--- src/rtl/reset_sequencer.sv ---
// Power-up reset sequencer: synchronises PLL lock and button, debounces the button and releases
// CHANNELS resets in ascending order. Define RESET_SEQUENCER_WATCHDOG_EN to add the RUN watchdog.
module reset_sequencer #(
  parameter int unsigned CHANNELS        = 4,
  parameter int unsigned SYNC_STAGES     = 2,
  parameter int unsigned DEBOUNCE_CYCLES = 1000,
  parameter int unsigned STRETCH_CYCLES  = 16,
  parameter int unsigned STAGE_GAP       = 8,
  parameter int unsigned BTN_ACTIVE_LOW  = 1
`ifdef RESET_SEQUENCER_WATCHDOG_EN
  ,
  parameter int unsigned WDT_CYCLES      = 1 << 20
`endif
) (
  input  logic                clk,
  input  logic                reset,
  input  logic                pll_locked,
  input  logic                btn,
`ifdef RESET_SEQUENCER_WATCHDOG_EN
  input  logic                wdt_kick,
`endif
  output logic [CHANNELS-1:0] rst_out,
  output logic                ready,
  output logic [7:0]          abort_count
);

  localparam int unsigned SEQ_MAX = (STRETCH_CYCLES > STAGE_GAP) ? STRETCH_CYCLES : STAGE_GAP;
  localparam int unsigned CW = $clog2(SEQ_MAX) + 1;
  localparam int unsigned IW = $clog2(CHANNELS) + 1;
  localparam int unsigned DW = $clog2(DEBOUNCE_CYCLES) + 1;
  localparam logic [CW-1:0] STRETCH_LAST = CW'(STRETCH_CYCLES - 1);
  localparam logic [CW-1:0] GAP_LAST     = CW'(STAGE_GAP - 1);
  localparam logic [DW-1:0] DB_LAST      = DW'(DEBOUNCE_CYCLES - 1);

  typedef enum logic [1:0] {HOLD, STRETCH, RELEASE, RUN} state_t;

  state_t                state, state_next;
  logic [CW-1:0]         cnt, cnt_next;
  logic [IW-1:0]         idx, idx_next;
  logic [CHANNELS-1:0]   rst_next;
  logic                  ready_next;
  logic [7:0]            abort_next;

  logic [SYNC_STAGES-1:0] lock_sync, btn_sync;
  logic                   lock_s, btn_s, press_raw, press_d;
  logic [DW-1:0]          db_cnt;
  logic                   fault, abort_req;

  assign lock_s    = lock_sync[SYNC_STAGES-1];
  assign btn_s     = btn_sync[SYNC_STAGES-1];
  assign press_raw = (BTN_ACTIVE_LOW != 0) ? ~btn_s : btn_s;
  assign fault     = ~lock_s | press_d;

  always_ff @(posedge clk) begin
    if (reset) begin
      lock_sync <= '0;
      btn_sync  <= '0;
      press_d   <= 1'b0;
      db_cnt    <= '0;
    end else begin
      lock_sync <= {lock_sync[SYNC_STAGES-2:0], pll_locked};
      btn_sync  <= {btn_sync[SYNC_STAGES-2:0], btn};
      if (press_raw != press_d) begin
        if (db_cnt == DB_LAST) begin
          press_d <= press_raw;
          db_cnt  <= '0;
        end else begin
          db_cnt <= db_cnt + DW'(1);
        end
      end else begin
        db_cnt <= '0;
      end
    end
  end

`ifdef RESET_SEQUENCER_WATCHDOG_EN
  localparam int unsigned WW = $clog2(WDT_CYCLES) + 1;
  localparam logic [WW-1:0] WDT_LIMIT = WW'(WDT_CYCLES);
  logic [WW-1:0] wdt_cnt;
  logic          wdt_fault;

  assign wdt_fault = (state == RUN) && (wdt_cnt == WDT_LIMIT);
  assign abort_req = fault | wdt_fault;

  always_ff @(posedge clk) begin
    if (reset || state != RUN || wdt_kick)
      wdt_cnt <= '0;
    else if (wdt_cnt != WDT_LIMIT)
      wdt_cnt <= wdt_cnt + WW'(1);
  end
`else
  assign abort_req = fault;
`endif

  always_ff @(posedge clk) begin
    if (reset) begin
      state       <= HOLD;
      cnt         <= '0;
      idx         <= '0;
      rst_out     <= '1;
      ready       <= 1'b0;
      abort_count <= '0;
    end else begin
      state       <= state_next;
      cnt         <= cnt_next;
      idx         <= idx_next;
      rst_out     <= rst_next;
      ready       <= ready_next;
      abort_count <= abort_next;
    end
  end

  always_comb begin
    state_next = state;
    cnt_next   = cnt;
    idx_next   = idx;
    rst_next   = rst_out;
    ready_next = ready;
    abort_next = abort_count;
    // Any fault outside HOLD wins over sequencing and counts once, however many sources fire.
    if (state != HOLD && abort_req) begin
      state_next = HOLD;
      cnt_next   = '0;
      idx_next   = '0;
      rst_next   = '1;
      ready_next = 1'b0;
      if (abort_count != 8'hFF)
        abort_next = abort_count + 8'd1;
    end else begin
      case (state)
        HOLD: begin
          rst_next   = '1;
          ready_next = 1'b0;
          cnt_next   = '0;
          idx_next   = '0;
          if (!fault)
            state_next = STRETCH;
        end
        STRETCH: begin
          if (cnt == STRETCH_LAST) begin
            state_next  = RELEASE;
            cnt_next    = '0;
            rst_next[0] = 1'b0;
            idx_next    = IW'(1);
          end else begin
            cnt_next = cnt + CW'(1);
          end
        end
        RELEASE: begin
          if (idx == IW'(CHANNELS)) begin
            state_next = RUN;
            ready_next = 1'b1;
          end else if (cnt == GAP_LAST) begin
            cnt_next = '0;
            idx_next = idx + IW'(1);
            for (int unsigned i = 0; i < CHANNELS; i++)
              if (IW'(i) == idx)
                rst_next[i] = 1'b0;
          end else begin
            cnt_next = cnt + CW'(1);
          end
        end
        RUN: begin
          rst_next   = '0;
          ready_next = 1'b1;
        end
        default: state_next = HOLD;
      endcase
    end
  end

endmodule
--- config.mk ---
export PLATFORM = sky130hd
export DESIGN_NAME = reset_sequencer
export DESIGN_NICKNAME = d
export VERILOG_FILES = /design/src/rtl/reset_sequencer.sv
export SDC_FILE = /design/constraint.sdc
export NUM_CORES = 1
export LEC_CHECK = 0
export CORE_MARGIN = 1
export CORE_UTILIZATION = 45
export CTS_CLUSTER_SIZE = 28
export DETAILED_ROUTE_END_ITERATION = 16
export PLACE_DENSITY = 0.66
export SLEW_MARGIN = 40
export SYNTH_ARGS = -nofsm -noshare
export SYNTH_HDL_FRONTEND = slang
export SYNTH_SLANG_ARGS = --single-unit
--- constraint.sdc ---
create_clock -name clk -period 2.4 [get_ports clk]
set_clock_uncertainty 0.1 [all_clocks]
set_input_delay 0.6 -clock clk [delete_from_list [all_inputs] [get_ports clk]]
set_output_delay 0.6 -clock clk [all_outputs]
set_load 0.01 [all_outputs]
==> results of run 1 <==
per-stage QoR:
step                hold slack (ns)  cell area, um^2  cells
floorplan                    0.3138             1928    216
global placement             0.3297             2141    279
detailed placement           0.3321             2141    279
CTS                          0.3529             2253    287
global route                 0.3662             2253    287
finish                       0.3467             2253    287
area by class of cell:
class,count,area [um^2],share of cell area
inverters,13,48.80,0.02165
well taps,50,62.56,0.02776
clock inverters,3,43.79,0.01943
repair buffers,19,182.7,0.08107
flip-flops and latches,39,780.7,0.3465
multi-input cells,158,1066,0.4731
clock buffers,5,68.82,0.03054
layer usage:
metal / up-vias / track usage
li1: 800 / -
met1: 708 / 0.2111
met2: 35 / 0.2788
met3: 7 / 0.04054
met4: 0 / 0.09043
met5: - / 0
state kept, by name (all words and copies together) (netlist names):
name	flops
idx	3
ready	1
abort_count	8
rst_out	4
state	2
db_cnt	11
cnt	5
btn_sync	2
press_d	1
lock_sync	2
cell usage after synthesis (4+ instances only):
cell type and number:
a21oi_1 17, ha_1 16, nand4_1 4, xnor2_1 8
nand3_1 13, nand2b_1 4, o21ai_0 6, inv_1 13
nor2b_1 5, a21o_1 5, nor3_1 5, nand2_1 12
o31ai_1 7, dfxtp_1 39, nor2_1 23
cells by family after synthesis:
group / Yosys count / share of synthesized area
and+or+nand+nor: 82 / 0.2219
AOI/OAI and AO/OA: 46 / 0.1616
DFF: 39 / 0.4049
buffers and inverters: 19 / 0.04218
adders and majority gates: 16 / 0.1038
xor gates and xnor gates: 11 / 0.04997
muxes: 3 / 0.01557
power breakdown:
part	total (mW)	leakage, nW	switching (mW)	internal [mW]
clock	0.542	0.0581	0.233	0.309
sequential	0.673	0.316	0.0104	0.662
combinational	0.107	0.446	0.0587	0.0481
total	1.32	0.820	0.302	1.02
path summary, 6_finish.rpt:
path	slack, ns	end	cells after the start
setup reg to reg	0.42	abort_count[7]	6
setup / recovery	0.40	abort_count[2]	1
hold reg to reg	0.35	btn_sync[1]	1
hold / removal	0.35	btn_sync[1]	1
==> impl_results.md, run 1 <==
* FFs w/ async S/R, synth at 0
* Hold/Removal Path Class: register to register
* Crit-path cells: clkdlybuf4s50_1
* Finished Core Util at 0.5554
* Post-synthesis net count at 236
* Largest net degree at the start of global routing at 15
* Die H at 67.46 um
* Top Layer Used: met4
* Top FF cell, synth: dfxtp_1
* M1 WL at 1617 um
* Fin Setup TNS at 0 ns
* Most common cell after layout, fill and taps aside: dfxtp_1
* CP max-delay cell: clkdlybuf4s50_1
* HP Start: btn_sync[0]
* Post-synth top area share at 0.4049
* Syn. warnings at 0
* Place WS at 0.4013 ns
* Tot GR Track Use at 0.1724
* DRT Pass-1 Iters at 4
* Drc violations at 0
* Worst-margin pin slew at 0.5284 ns
* Overall power at 1.322 mW
* RSZ-0062 raised after global routing: no
* Fmax at 500.3 MHz
* Most frequent cells in the layout: 39 x dfxtp_1, 23 x nor2_1, 17 x a21oi_1
* CP endpoint kind: primary output
* Layout filler cell count at 388
* Fin. max-slew vios at 0
* CP Launch Type: register
* Status: finished clean
* Met2 wire len at 1553 um
* CTS Sinks at 39
* Cell area after synthesis at 0.001928 mm^2
* Worst EP arrival at 1.30 ns
* # rows at 23
* Rel. slew slack at 0.6467
* Max VDD drop at 306.7 uV
* Total Wirelength at 3370 um
* Mapped Cells at 216
* Vias at 1550
* CTS tree: yes
* Layout cells sized above 1 at 0.07595
* Mean area per synthesized cell at 8.926 um^2
* Endpoints failing setup at 0
* Crit-path leading delay family: buffers and inverters
* CTS max path bufs at 2
* Clock root buffer: clkbuf_8
* H-tree levels at 2
* Worst Path Buf+Inv at 1
* Worst r2r src: state[0]
* Hold Fails Final Rpt at 0
* Starting Density at 0.4752
* Tcrit/Tclk final at 0.8329
* Max-cap violations at 0
* Clk_lat worst skew at 0.29 ns
* Critical path origin: abort_count[2]
* Critical Path RT at 1.70 ns
* CTS Hold Buffers Added at 0
* Initial antenna violation count at 0
* HPWL Detailed at 2410 um
* Slowest cell delay on critical path at 0.57 ns
* Detail Route Antenna Nets at 0
* CP Max Fanout at 7
* Grt ovf at 0
* Post-synth EDFFs at 0
* WS Path Type: register to primary output
* Post-CTS resize count at 0
* Cell taking the most area after synthesis: dfxtp_1
* Ranking of synthesized cells by area: dfxtp_1 40%, ha_1 10%, nor2_1 4.5%
* IO buf count at 16
* Die Width at 67.46 um
* Power Density at 586.6 mW/mm^2
* First-pass GRT wire length at 5885 um
* ANT cells at 0
* Flops & latches, synth at 39
* # IOs at 17
* Vias/cell at 5.401
* Seq/Total Area, Yosys at 0.4049
* Area delta synth->final at 16.87%
* Post-CTS setup buffer count at 0
* Nets at 256
* Routed met3 length at 123 um
* Routability-driven placement congestion ratio at 0.7648
* Vias in the first global route at 1344
* Total die area at 0.004550 mm^2
* Clk pin slew, worst setup/hold paths at 0.08 ns
* Initial DRC count at 112
* Core Box Area at 0.004058 mm^2
* Unique cell type count in the Yosys netlist at 39
* Fin crit period at 1.999 ns
* Post-route setup slack at 0.4010 ns
* WL per Instance at 11.74 um
* Leakage Power at 0.8199 nW
* Cts bufs inserted at 5
No activity file was read; power rests on OpenSTA's default activity.
==> inputs of run 2 (changes only) <==
PLACE_DENSITY = 0.68   (was 0.66)
clock period = 1.7 ns   (was 2.4 ns; I/O delays follow)
==> impl_results.md, run 2 (synthesized netlist as in run 1, its figures left out) <==
* Status: finished clean
* Power Density at 677.9 mW/mm^2 (+16%)
* Fin cells at 317 (+10%)
* Max VDD drop at 409.3 uV (+33%)
* Total die area at 0.004550 mm^2 (unchanged)
* Die Width at 67.46 um (unchanged)
* Inst Count DP at 306 (+9.7%)
* Clk_lat worst skew at 0.29 ns (about the same)
* CP endpoint kind: register
* Vias at 1652 (+6.6%)
* Max FFs per register at 11 (unchanged)
* Register area at 792.0 um^2 (+1.4%)
* Max-cap violations at 0 (unchanged)
* Initial DRC count at 59 (-47%)
* Vias/cell at 5.211 (-3.5%)
* Starting Density at 0.4752 (unchanged)
* CTS Hold Buffers Added at 0 (unchanged)
* Crit-path cells: buf_4 -> ha_1 -> a31o_2 -> a211oi_2 -> buf_4 -> nand4_1 -> o31ai_1
* Worst r2r src: state[1]
* Nets at 287 (+12%)
* ANT cells at 0 (unchanged)
* HP Start: btn_sync[0]
* Most common cell after layout, fill and taps aside: buf_4
* Drc violations at 0 (unchanged)
* Hold Fails Final Rpt at 0 (unchanged)
* Finished Core Util at 0.6358 (+0.08048)
* Worst EP arrival at 1.76 ns (+0.46 ns)
* Largest net degree at the start of global routing at 13 (-2)
* Layout filler cell count at 345 (-11%)
* Initial antenna violation count at 0 (unchanged)
* Layout cells sized above 1 at 0.2734 (+0.1975)
* Multi-input logic area at 0.001184 mm^2 (+11%)
* Cts bufs inserted at 5 (unchanged)
* Tot GR Track Use at 0.1814 (+0.009030)
* Rel. slew slack at 0.6509 (+0.004211)
* Critical Path RT at 1.80 ns (+0.10 ns)
* Overall power at 1.749 mW (+32%)
* # IOs at 17 (unchanged)
* Largest register by flop count: db_cnt
* Fin. max-slew vios at 0 (unchanged)
* Core Box Area at 0.004058 mm^2 (unchanged)
* Clk pin slew, worst setup/hold paths at 0.08 ns (about the same)
* Detail Route Antenna Nets at 0 (unchanged)
* CTS Sinks at 39 (unchanged)
* CTS max path bufs at 2 (unchanged)
* Area delta synth->final at 33.81%
* Leakage Power at 1.021 nW (+25%)
* Clock root buffer: clkbuf_8
* Fmax at 604.7 MHz
* Routed met3 length at 92 um (-25%)
* H-tree levels at 2 (unchanged)
* DRT Pass-1 Iters at 4 (unchanged)
* Top Layer Used: met4
* WL per Instance at 11.99 um (+2.1%)
* Slowest cell delay on critical path at 0.36 ns (-0.21 ns)
* CP Launch Type: register
* Worst-margin pin slew at 0.5192 ns (-0.009198 ns)
* Largest regs: db_cnt x11, abort_count x8, cnt x5
* First-pass GRT wire length at 6175 um (+4.9%)
* CTS tree: yes
* Total Wirelength at 3801 um (+13%)
* Hold/Removal Path Class: register to register
* IO buf count at 16 (unchanged)
* Cell mode on critical path: buf_4
* # rows at 23 (unchanged)
* Most frequent cells in the layout: 33 x buf_4, 32 x dfxtp_1, 23 x nor2_1
* Critical path origin: state[1]
* CP max-delay cell: dfxtp_4
* Die H at 67.46 um (unchanged)
* Vias in the first global route at 1494 (+11%)
* Grt ovf at 0 (unchanged)
* Fin crit period at 1.654 ns
* M1 WL at 1801 um (+11%)
* Routability-driven placement congestion ratio at 0.7783 (+1.8%)
* Met2 wire len at 1844 um (+19%)
* Tcrit/Tclk final at 0.9729
* CP Max Fanout at 6 (-1)
* Endpoints failing setup at 0 (unchanged)
* HPWL Detailed at 2673 um (+11%)
* WS Path Type: register to register
==> run 2: changes by cell type in the layout (fill, tap and decap cells not counted), sizes merged <==
cell | before | now
dlymetal6s2s | 0 | 5
clkdlybuf4s50 | 16 | 3
o211ai | 2 | 3
buf | 3 | 33
bufinv | 1 | 0
dlygate4sd2 | 0 | 8
==> run 2: layout make-up <==
cell class              instances  area share
multi-input cells             159      0.4588
flip-flops and latches         39      0.3070
repair buffers                 49      0.1591
clock buffers                   5     0.02667
well taps                      50     0.02425
inverters                      13     0.01891
clock inverters                 2    0.005335
==> run 2: worst paths after layout <==
kind	to	slack [ns]	cells after the start
min	btn_sync[1]	0.34	1
min reg2reg	btn_sync[1]	0.34	1
max	idx[1]	0.05	7
max reg2reg	idx[1]	0.05	7
==> run 2: worst max-delay path, delay by kind of cell, from the launching register on <==
family | cells | cell delay (ns)
adder cells (fa/ha/maj) | 1 | 0.20
flip-flops | 1 | 0.36
AO/OA/AOI/OAI | 3 | 0.51
buffers and inverters | 2 | 0.30
AND/OR/NAND/NOR | 1 | 0.09
==> run 2: repair_timing <==
action	in CTS	in global routing
gates resized for setup	15	29
pin swaps	0	3
buffers inserted	0	3
setup endpoints to repair	20	31
hold endpoints to repair	0	0
gates cloned	0	1
==> run 2: per-layer routing <==
layer / track usage / vias up
li1: - / 864
met1: 0.2053 / 766
met2: 0.3138 / 15
met3: 0.05574 / 7
met4: 0.07447 / 0
met5: 0 / -
==> run 2: power breakdown <==
part | switching [mW] | internal [mW]
combinational | 0.103 | 0.104
sequential | 0.0122 | 0.934
clock | 0.315 | 0.280
total | 0.431 | 1.32
==> run 2: metrics by stage <==
| step | hold slack, ns | instance area (um^2) | setup TNS, ns | setup WS (ns) |
|---|---|---|---|---|
| 2_1_floorplan | 0.3138 | 1933 | 0 | 0.02338 |
| 3_5_place_dp | 0.3343 | 2345 | -1.290 | -0.09891 |
| 3_3_place_gp | 0.3262 | 2345 | -0.9277 | -0.08084 |
| 5_1_grt | 0.3651 | 2580 | -0.06869 | -0.01864 |
| 6_report | 0.3373 | 2580 | 0 | 0.04615 |
| 4_1_cts | 0.3529 | 2436 | 0 | 0.001702 |
